$ cat src/rtl/rx_ctrl_pkg.sv
// Shared types and constants for the UART receiver controller: config FSM states,
// the receiver configuration word, legal prescale values and reset defaults.
package rx_ctrl_pkg;

    typedef enum logic [1:0] {
        RUN   = 2'd0,
        PEND  = 2'd1,
        APPLY = 2'd2
    } ctrl_state_e;

    typedef struct packed {
        logic [5:0] prescale;
        logic       par_en;
        logic       par_typ;
    } rx_cfg_t;

    localparam logic [5:0] PRESCALE_4  = 6'd4;
    localparam logic [5:0] PRESCALE_8  = 6'd8;
    localparam logic [5:0] PRESCALE_16 = 6'd16;
    localparam logic [5:0] PRESCALE_32 = 6'd32;

    localparam logic [5:0] PRESCALE_RST = PRESCALE_8;
    localparam logic       PAR_EN_RST   = 1'b0;
    localparam logic       PAR_TYP_RST  = 1'b0;

    localparam rx_cfg_t CFG_RST = '{prescale: PRESCALE_RST, par_en: PAR_EN_RST, par_typ: PAR_TYP_RST};

    function automatic logic prescale_legal(input logic [5:0] p);
        return (p == PRESCALE_4) || (p == PRESCALE_8) ||
               (p == PRESCALE_16) || (p == PRESCALE_32);
    endfunction

endpackage

$ cat src/rtl/rx_sync_fifo.sv
// First-word fall-through synchronous FIFO; head visible the cycle after the push.
// A push while full is accepted only if a pop happens in the same cycle.
module rx_sync_fifo #(
    parameter int DEPTH = 4,
    parameter int W     = 8
) (
    input  logic                     clk,
    input  logic                     rst,
    input  logic                     push,
    input  logic [W-1:0]             wdata,
    input  logic                     pop,
    output logic [W-1:0]             rdata,
    output logic                     full,
    output logic                     empty,
    output logic [$clog2(DEPTH):0]   level
);

    localparam int AW = $clog2(DEPTH);
    localparam int LW = AW + 1;

    logic [W-1:0]  mem [DEPTH];
    logic [AW-1:0] wr_ptr;
    logic [AW-1:0] rd_ptr;
    logic          pop_ok;
    logic          push_ok;

    assign empty   = (level == '0);
    assign full    = (level == LW'(DEPTH));
    assign pop_ok  = pop & ~empty;
    assign push_ok = push & (~full | pop_ok);
    // Empty FIFO presents zero rather than a stale entry.
    assign rdata   = empty ? '0 : mem[rd_ptr];

    always_ff @(posedge clk) begin
        if (rst) begin
            wr_ptr <= '0;
            rd_ptr <= '0;
            level  <= '0;
        end else begin
            if (push_ok) wr_ptr <= wr_ptr + 1'b1;
            if (pop_ok)  rd_ptr <= rd_ptr + 1'b1;
            case ({push_ok, pop_ok})
                2'b10:   level <= level + 1'b1;
                2'b01:   level <= level - 1'b1;
                default: level <= level;
            endcase
        end
    end

    always_ff @(posedge clk) begin
        if (push_ok) mem[wr_ptr] <= wdata;
    end

endmodule

$ cat src/rtl/uart_rx_ctrl.sv
// UART receiver controller: frame-boundary config updates, frame screening into a FIFO,
// saturating error counters. Byte visible one cycle after data_valid; out_ready backpressure.
module uart_rx_ctrl
    import rx_ctrl_pkg::*;
#(
    parameter int DEPTH = 4,
    parameter int CNT_W = 8
) (
    input  logic                     clk,
    input  logic                     rst,
    input  logic [5:0]               cfg_prescale,
    input  logic                     cfg_par_en,
    input  logic                     cfg_par_typ,
    input  logic                     cfg_update,
    output logic                     cfg_reject,
    output logic                     cfg_pending,
    output logic [5:0]               prescale,
    output logic                     PAR_EN,
    output logic                     PAR_TYP,
    input  logic                     rx_busy,
    input  logic                     data_valid,
    input  logic                     par_err,
    input  logic                     stp_err,
    input  logic [7:0]               P_DATA,
    output logic [7:0]               out_data,
    output logic                     out_valid,
    input  logic                     out_ready,
    output logic [$clog2(DEPTH):0]   fifo_level,
    output logic [CNT_W-1:0]         par_err_cnt,
    output logic [CNT_W-1:0]         stp_err_cnt,
    output logic [CNT_W-1:0]         ovf_cnt
);

    ctrl_state_e state, state_nxt;
    rx_cfg_t     shadow_q;
    rx_cfg_t     cfg_q;
    logic        req_legal;
    logic        shadow_ld;
    logic        cfg_apply;
    logic        reject_q;

    logic        fifo_full;
    logic        fifo_empty;
    logic        pop;
    logic        frame_good;
    logic        push;
    logic        ovf_inc;

    function automatic logic [CNT_W-1:0] sat_inc(input logic [CNT_W-1:0] c, input logic inc);
        return (inc && (c != '1)) ? c + 1'b1 : c;
    endfunction

    assign req_legal = cfg_update & prescale_legal(cfg_prescale);

    always_ff @(posedge clk) begin
        if (rst) state <= RUN;
        else     state <= state_nxt;
    end

    // APPLY behaves like RUN for a fresh request; its copy uses the shadow as it stood
    // on entry, so a request landing in APPLY is applied on the following pass.
    always_comb begin
        state_nxt = state;
        shadow_ld = 1'b0;
        cfg_apply = 1'b0;
        case (state)
            RUN, APPLY: begin
                cfg_apply = (state == APPLY);
                state_nxt = RUN;
                if (req_legal) begin
                    shadow_ld = 1'b1;
                    state_nxt = rx_busy ? PEND : APPLY;
                end
            end
            PEND: begin
                shadow_ld = req_legal;
                if (!rx_busy) state_nxt = APPLY;
            end
            default: state_nxt = RUN;
        endcase
    end

    always_ff @(posedge clk) begin
        if (rst) begin
            shadow_q <= CFG_RST;
            cfg_q    <= CFG_RST;
            reject_q <= 1'b0;
        end else begin
            if (shadow_ld) shadow_q <= '{prescale: cfg_prescale, par_en: cfg_par_en, par_typ: cfg_par_typ};
            if (cfg_apply) cfg_q <= shadow_q;
            reject_q <= cfg_update & ~prescale_legal(cfg_prescale);
        end
    end

    assign cfg_reject  = reject_q;
    assign cfg_pending = (state == PEND);
    assign prescale    = cfg_q.prescale;
    assign PAR_EN      = cfg_q.par_en;
    assign PAR_TYP     = cfg_q.par_typ;

    assign pop        = out_valid & out_ready;
    assign frame_good = ~par_err & ~stp_err;
    assign push       = data_valid & frame_good;
    assign ovf_inc    = push & fifo_full & ~pop;

    rx_sync_fifo #(
        .DEPTH (DEPTH),
        .W     (8)
    ) u_fifo (
        .clk   (clk),
        .rst   (rst),
        .push  (push),
        .wdata (P_DATA),
        .pop   (pop),
        .rdata (out_data),
        .full  (fifo_full),
        .empty (fifo_empty),
        .level (fifo_level)
    );

    assign out_valid = ~fifo_empty;

    always_ff @(posedge clk) begin
        if (rst) begin
            par_err_cnt <= '0;
            stp_err_cnt <= '0;
            ovf_cnt     <= '0;
        end else begin
            par_err_cnt <= sat_inc(par_err_cnt, data_valid & par_err);
            stp_err_cnt <= sat_inc(stp_err_cnt, data_valid & stp_err);
            ovf_cnt     <= sat_inc(ovf_cnt, ovf_inc);
        end
    end

endmodule

$ cat config.mk
export PLATFORM = sky130hd
export DESIGN_NAME = uart_rx_ctrl
export DESIGN_NICKNAME = d
export VERILOG_FILES = /design/src/rtl/rx_ctrl_pkg.sv /design/src/rtl/rx_sync_fifo.sv /design/src/rtl/uart_rx_ctrl.sv
export SDC_FILE = /design/constraint.sdc
export NUM_CORES = 1
export LEC_CHECK = 0
export BUFFER_PORTS_ARGS = -buffer_cell sky130_fd_sc_hd__buf_2
export CAP_MARGIN = 20
export CORE_MARGIN = 8
export CORE_UTILIZATION = 49
export DETAILED_ROUTE_END_ITERATION = 10
export MAX_ROUTING_LAYER = met4
export PLACE_DENSITY = 0.75
export SLEW_MARGIN = 20
export SYNTH_ARGS = -nofsm -noshare
export SYNTH_HDL_FRONTEND = slang
export SYNTH_SLANG_ARGS = --single-unit
$ cat constraint.sdc
create_clock -name clk -period 2.34 [get_ports clk]
set_input_delay 0.234 -clock clk [delete_from_list [all_inputs] [get_ports clk]]
set_output_delay 0.234 -clock clk [all_outputs]
set_load 0.1 [all_outputs]
==> After elaboration in Yosys (flattened, before gate mapping) <==
Memory sizes are Yosys's and may differ from the RTL's. A register that Yosys moved wholly into a read port is not among the register bits.
Index checks and enable logic that the tools add are counted.
{ "classes": {"muxes": 13, "n_eq_ne": 13, "n_addsub": 7, "bitwise": 18, "n_reduce_logical": 10} }
{ "op_table": {"columns": ["operator", "count"], "rows": [
  ["adder 8 x 1 -> 8 bit, second input constant", 3],
  ["!= test 8 bit, second input constant", 3],
  ["AND 1 bit", 11],
  ["two-way mux 2 bit", 5],
  ["two-way mux 8 bit", 1],
  ["equality test 6 x 3 -> 1 bit, second input constant", 1],
  ["equality test 6 x 4 -> 1 bit, second input constant", 1],
  ["equality test 6 x 5 -> 1 bit, second input constant", 1],
  ["equality test 6 bit, second input constant", 1],
  ["inverter 1 bit", 6],
  ["one-hot mux 3 bit (2 select lines)", 1],
  ["adder 2 x 1 -> 2 bit, second input constant", 2],
  ["equality test 2 x 1 -> 1 bit, second input constant", 2],
  ["equality test 2 bit, second input constant", 2],
  ["two-way mux 1 bit", 4],
  ["one-hot mux 2 bit (2 select lines)", 1],
  ["adder 3 x 1 -> 3 bit, second input constant", 1],
  ["equality test 3 bit, second input constant", 1],
  ["logical AND 1 bit", 3],
  ["zero test 3 bit", 1],
  ["logical OR 1 bit", 3],
  ["subtractor 3 x 1 -> 3 bit, second input constant", 1],
  ["zero test 2 bit", 1],
  ["!= test 2 bit, second input constant", 1],
  ["other kinds (4)", 4]
]} }
{ "totals": {"n_memories": 1, "inputBits": 24, "register_bits": 50, "ramBits": 32} }
{ "mem_list": {"columns": ["memory", "words", "width", "rd", "rd_ports_with_merged_regs", "wr", "line_no", "text"], "rows": [
  ["u_fifo.mem", 4, 8, 1, 1, 1, "rx_sync_fifo.sv:21", "logic [W-1:0] mem [DEPTH];"]
]} }

==> Depth between registers and ports, before layout <==
{ "logic_depth": {"ltp_word": 8, "depth_mapped": 10} }

==> Hierarchy <==
Synthesis repeated with hierarchy kept, for this count alone.
{ "hier_totals": {"hier_cells": 339, "area_unflattened_um2": 3736.1} }
{ "modules_own_cells": {"columns": ["module", "area_per_inst_um2", "n_inst", "cells_per_inst", "seq_area_each_um2"], "rows": [
  ["uart_rx_ctrl", 1956.9, 1, 224, 860.8],
  ["rx_sync_fifo", 1779.2, 1, 115, 1141.1]
]} }

==> Worst setup path after synthesis <==
Ideal clock, no wire load.
{ "synth_timing": {"path_kind": "register -> output", "startpoint": "register u_fifo.level[0]", "endpoint": "output out_data[0]", "path_stages_with_launch": 4, "setup_slack_ns": -1.041, "path_buffers": 1, "t_required_ns": 2.106, "t_arrival_ns": 3.147, "cell_sequence": "dfxtp_1 or3_2 clkbuf_1 and2_1"} }
{ "synth_between": {"elab_chain_cells": 2} }
{ "synth_lines": {"columns": ["element", "line_no", "text"], "rows": [
  ["from (decl)", "rx_sync_fifo.sv:15", "output logic [$clog2(DEPTH):0] level"],
  ["from (signal assigned)", "rx_sync_fifo.sv:43", "2'b10: level <= level + 1'b1;"],
  ["from (signal assigned)", "rx_sync_fifo.sv:44", "2'b01: level <= level - 1'b1;"],
  ["from (signal assigned)", "rx_sync_fifo.sv:45", "default: level <= level;"],
  ["zero test 3 bit", "rx_sync_fifo.sv:27", "assign empty = (level == '0);"],
  ["two-way mux 8 bit", "rx_sync_fifo.sv:32", "assign rdata = empty ? '0 : mem[rd_ptr];"],
  ["to (decl)", "uart_rx_ctrl.sv:25", "output logic [7:0] out_data,"]
]} }
No other way between the ends.

==> Final worst setup path <==
{ "layout_timing": {"startpoint": "register u_fifo.level[1]", "endpoint": "register u_fifo.level[2]"} }
{ "layout_between": {"elab_chain_cells": 8, "word_cells_on_any_way": 14, "cone_classes": "add/sub (2); eq/ne (3); mux (1); bitwise (6); reduce/logical (2)"} }
{ "layout_lines": {"columns": ["element", "line_no", "text"], "rows": [
  ["zero test 3 bit", "rx_sync_fifo.sv:27", null],
  ["inverter 1 bit", "rx_sync_fifo.sv:29, uart_rx_ctrl.sv:121", null],
  ["AND 1 bit", "uart_rx_ctrl.sv:101", "assign pop = out_valid & out_ready;"],
  ["AND 1 bit", "rx_sync_fifo.sv:29", "assign pop_ok = pop & ~empty;"],
  ["bitwise OR 1 bit", "rx_sync_fifo.sv:30", "assign push_ok = push & (~full | pop_ok);"],
  ["AND 1 bit", "rx_sync_fifo.sv:30", null],
  ["equality test 2 x 1 -> 1 bit / equality test 2 bit (equally long branches)", "rx_sync_fifo.sv:42", "case ({push_ok, pop_ok})"],
  ["one-hot mux 3 bit (2 select lines) / nonzero test 2 bit (equally long branches)", null, null]
]} }
Several ways; a longest one is shown, not always the timed one.
A chain may end at the register's enable or synchronous reset.

==> impl_metrics.toml <==
[synth]
synthTopCellsByCount = "52 x dfxtp_1, 32 x edfxtp_1, 32 x nand2_1, 27 x nor2_1"
synth-edff-count = 32
yosysSeqAreaShare = 0.565
synth_area_leaders = "dfxtp_1 29%, edfxtp_1 27%, mux4_2 5.1%, mux2i_1 3.4%, nand2_1 3.4%"
syn_area_per_cell_um2 = 11.5
ys_types = 44
syn-num-nets = 342
synth_ff_type = "dfxtp_1"
synthArstFlopShare = 0
synth_top_cell_by_area = "dfxtp_1"
yosysMostFrequentCell = "dfxtp_1"
yosysWarnings = 0
syn-cell-area_um2 = 3540
ys_ff_latch = 84
yosys.area.top_type_share = 0.294
synthCells = 309

[detailed_routing]
drt_first_pass_iters = 4
viasPerCell = 5.23
dr_wl_met2_um = 3460
drc_errors = 0
vias = 2536
dr.max_layer_used = "met4"
drt-initial-drc-count = 83
ant_nets = 0
met3WireLength_um = 354
wl_per_cell_um = 14.3
wl_met1_um = 3040
drt-total-wl_um = 6930

[timing]
fmax_mhz = 463
fin_crit_sh = 0.922
tightest_slew_ps = 615
hold_viol_final = 0
clock_skew_ps = 7.62
setup_violations = 0
grt_setup_unrepaired = "no"
fin_crit_ps = 2160
slew-limit-headroom = 0.589
fin_tns_setup_ps = 0
drv_slew = 0

[die]
core.rowCount = 31
io_pins = 70
die_h_um = 101
die_x_um = 101
start_util = 0.496
dieArea_um2 = 10200
core-area_um2 = 7140

[clocking]
cts_hold_buf = 0
cts.sinks = 84
h-tree-depth = 3
tritoncts = "done"
clockBufferDepth = 2
clk_latency_ps = 340
clk_pin_slew_ps = 90
cts_setup_buffers = 0
cts_buffers = 9
ctsRootBufferMaster = "clkbuf_8"
cts_resized = 0

[placement]
dp_hpwl_um = 4980
place.gp.congestion = 0.810
port_buffers = 69

[layout]
fin_util = 0.592
finalNetCount = 414
area_growth_pct = 19.4
num_antenna_cells = 0
drive_above_1_share = 0.316

[worst_hold_path]
hold_start = "P_DATA[3]"
hold_class = "in2reg"

[critical_path]
critPathMaxStageDelay_ps = 370
cp_slowest_cell = "dfxtp_4"
r2r-start = "u_fifo.level[1]"
path_class = "reg2reg"
crit_chain = "nor4b_4, and2b_2, inv_4, ha_4, inv_2, fa_2, xor2_1, or3_1, a21oi_1"
cp_top_family = "simple AND/OR/NAND/NOR gates"
worst_setup_path_end_kind = "flip-flop"
crit_fanout = 5
worstSetupStartpointType = "flip-flop"
critPathArrivalTime_ps = 2430
required_ps = 2610
worst-path-buf-inv = 2
worstSetupStartpoint = "u_fifo.level[1]"

[run]
drv_cap = 0

[power_and_ir_drop]
power.total_uw = 3640
ir_drop_mv = 0.320
p_per_area_nw_per_um2 = 862
leakage_uw = 0.00169

[grt]
grt_pass1_vias = 2484
antenna_found_initial = 0
overflow = 0
grt_max_degree = 28
grt_first_pass_wirelength_um = 11300
grt.total_usage = 0.143

[status]
status = "complete, no violations"
path summary, 6_finish.rpt:
kind | end | depth (start not counted) | slack, ps
setup / recovery | u_fifo.level[2] | 9 | 180
hold / removal | u_fifo.mem[1][3] | 1 | 100
hold reg to reg | prescale[2] | 2 | 450
setup reg to reg | u_fifo.level[2] | 9 | 180
area by class of cell:
class / instances / area (um2)
Inverter: 10 / 40.0
Multi-Input combinational cell: 200 / 1470
Clock inverter: 7 / 57.6
Tap cell: 99 / 124
Timing Repair Buffer: 76 / 398
Fill cell: 633 / 2910
Sequential cell: 84 / 2010
Clock buffer: 9 / 124
routing by layer:
layer  vias up  track usage
li1       1259            -
met1      1215        0.163
met2        53        0.235
met3         9       0.0442
met4         0       0.0470
met5         -            -
registers in the layout (all words and copies together) (netlist names), named ones only:
| register | cells |
|---|---|
| u_fifo.mem | 32 |
| ovf_cnt | 8 |
| par_err_cnt | 8 |
| shadow_q | 8 |
| stp_err_cnt | 8 |
| prescale | 6 |
| u_fifo.level | 3 |
| state | 2 |
| u_fifo.rd_ptr | 2 |
| u_fifo.wr_ptr | 2 |
| PAR_EN | 1 |
| PAR_TYP | 1 |
| cfg_reject | 1 |
metrics by stage:
step / setup slack (ps) / instances / hold WS, ps / area (um2)
CTS: 155 / 485 / 89.1 / 4230
global placement: 213 / 469 / 437 / 4050
floorplan: -119 / 309 / 333 / 3590
detailed placement: 144 / 469 / 446 / 4050
finish: 182 / 485 / 101 / 4230
global route: 73.5 / 485 / 81.1 / 4230
where the power goes:
| part | internal [uW] | switching (uW) | total, uW |
|---|---|---|---|
| Sequential | 1560 | 38.8 | 1600 |
| Clock | 401 | 551 | 953 |
| Combinational | 269 | 821 | 1090 |
| Total | 2230 | 1410 | 3640 |
layout by cell type, fill, tap and decap left out, types with 3 or more instances in the layout:
master / n
and2_1: 7
dfxtp_1: 49
nor3_1: 3
or3_1: 3
a21oi_1: 15
clkbuf_8: 9
inv_1: 8
mux4_2: 8
o211ai_1: 4
ha_1: 7
o21ai_0: 5
o211a_1: 3
buf_4: 7
nor2_1: 27
mux2i_1: 12
and2_2: 8
buf_2: 69
nand3_1: 7
nand4_1: 8
nand2_1: 32
inv_6: 3
and3_1: 5
xor2_1: 12
edfxtp_1: 32
cells by family after synthesis:
kind of cell    Yosys count  share of synthesized area
compound gates           41                     0.0823
flops                    84                      0.565
simple gates            116                      0.172
xor+xnor                 14                     0.0346
fa+ha+maj                 9                     0.0339
buf+inv                  25                     0.0272
mux                      20                     0.0848
Power figures use the tool's default switching activity.
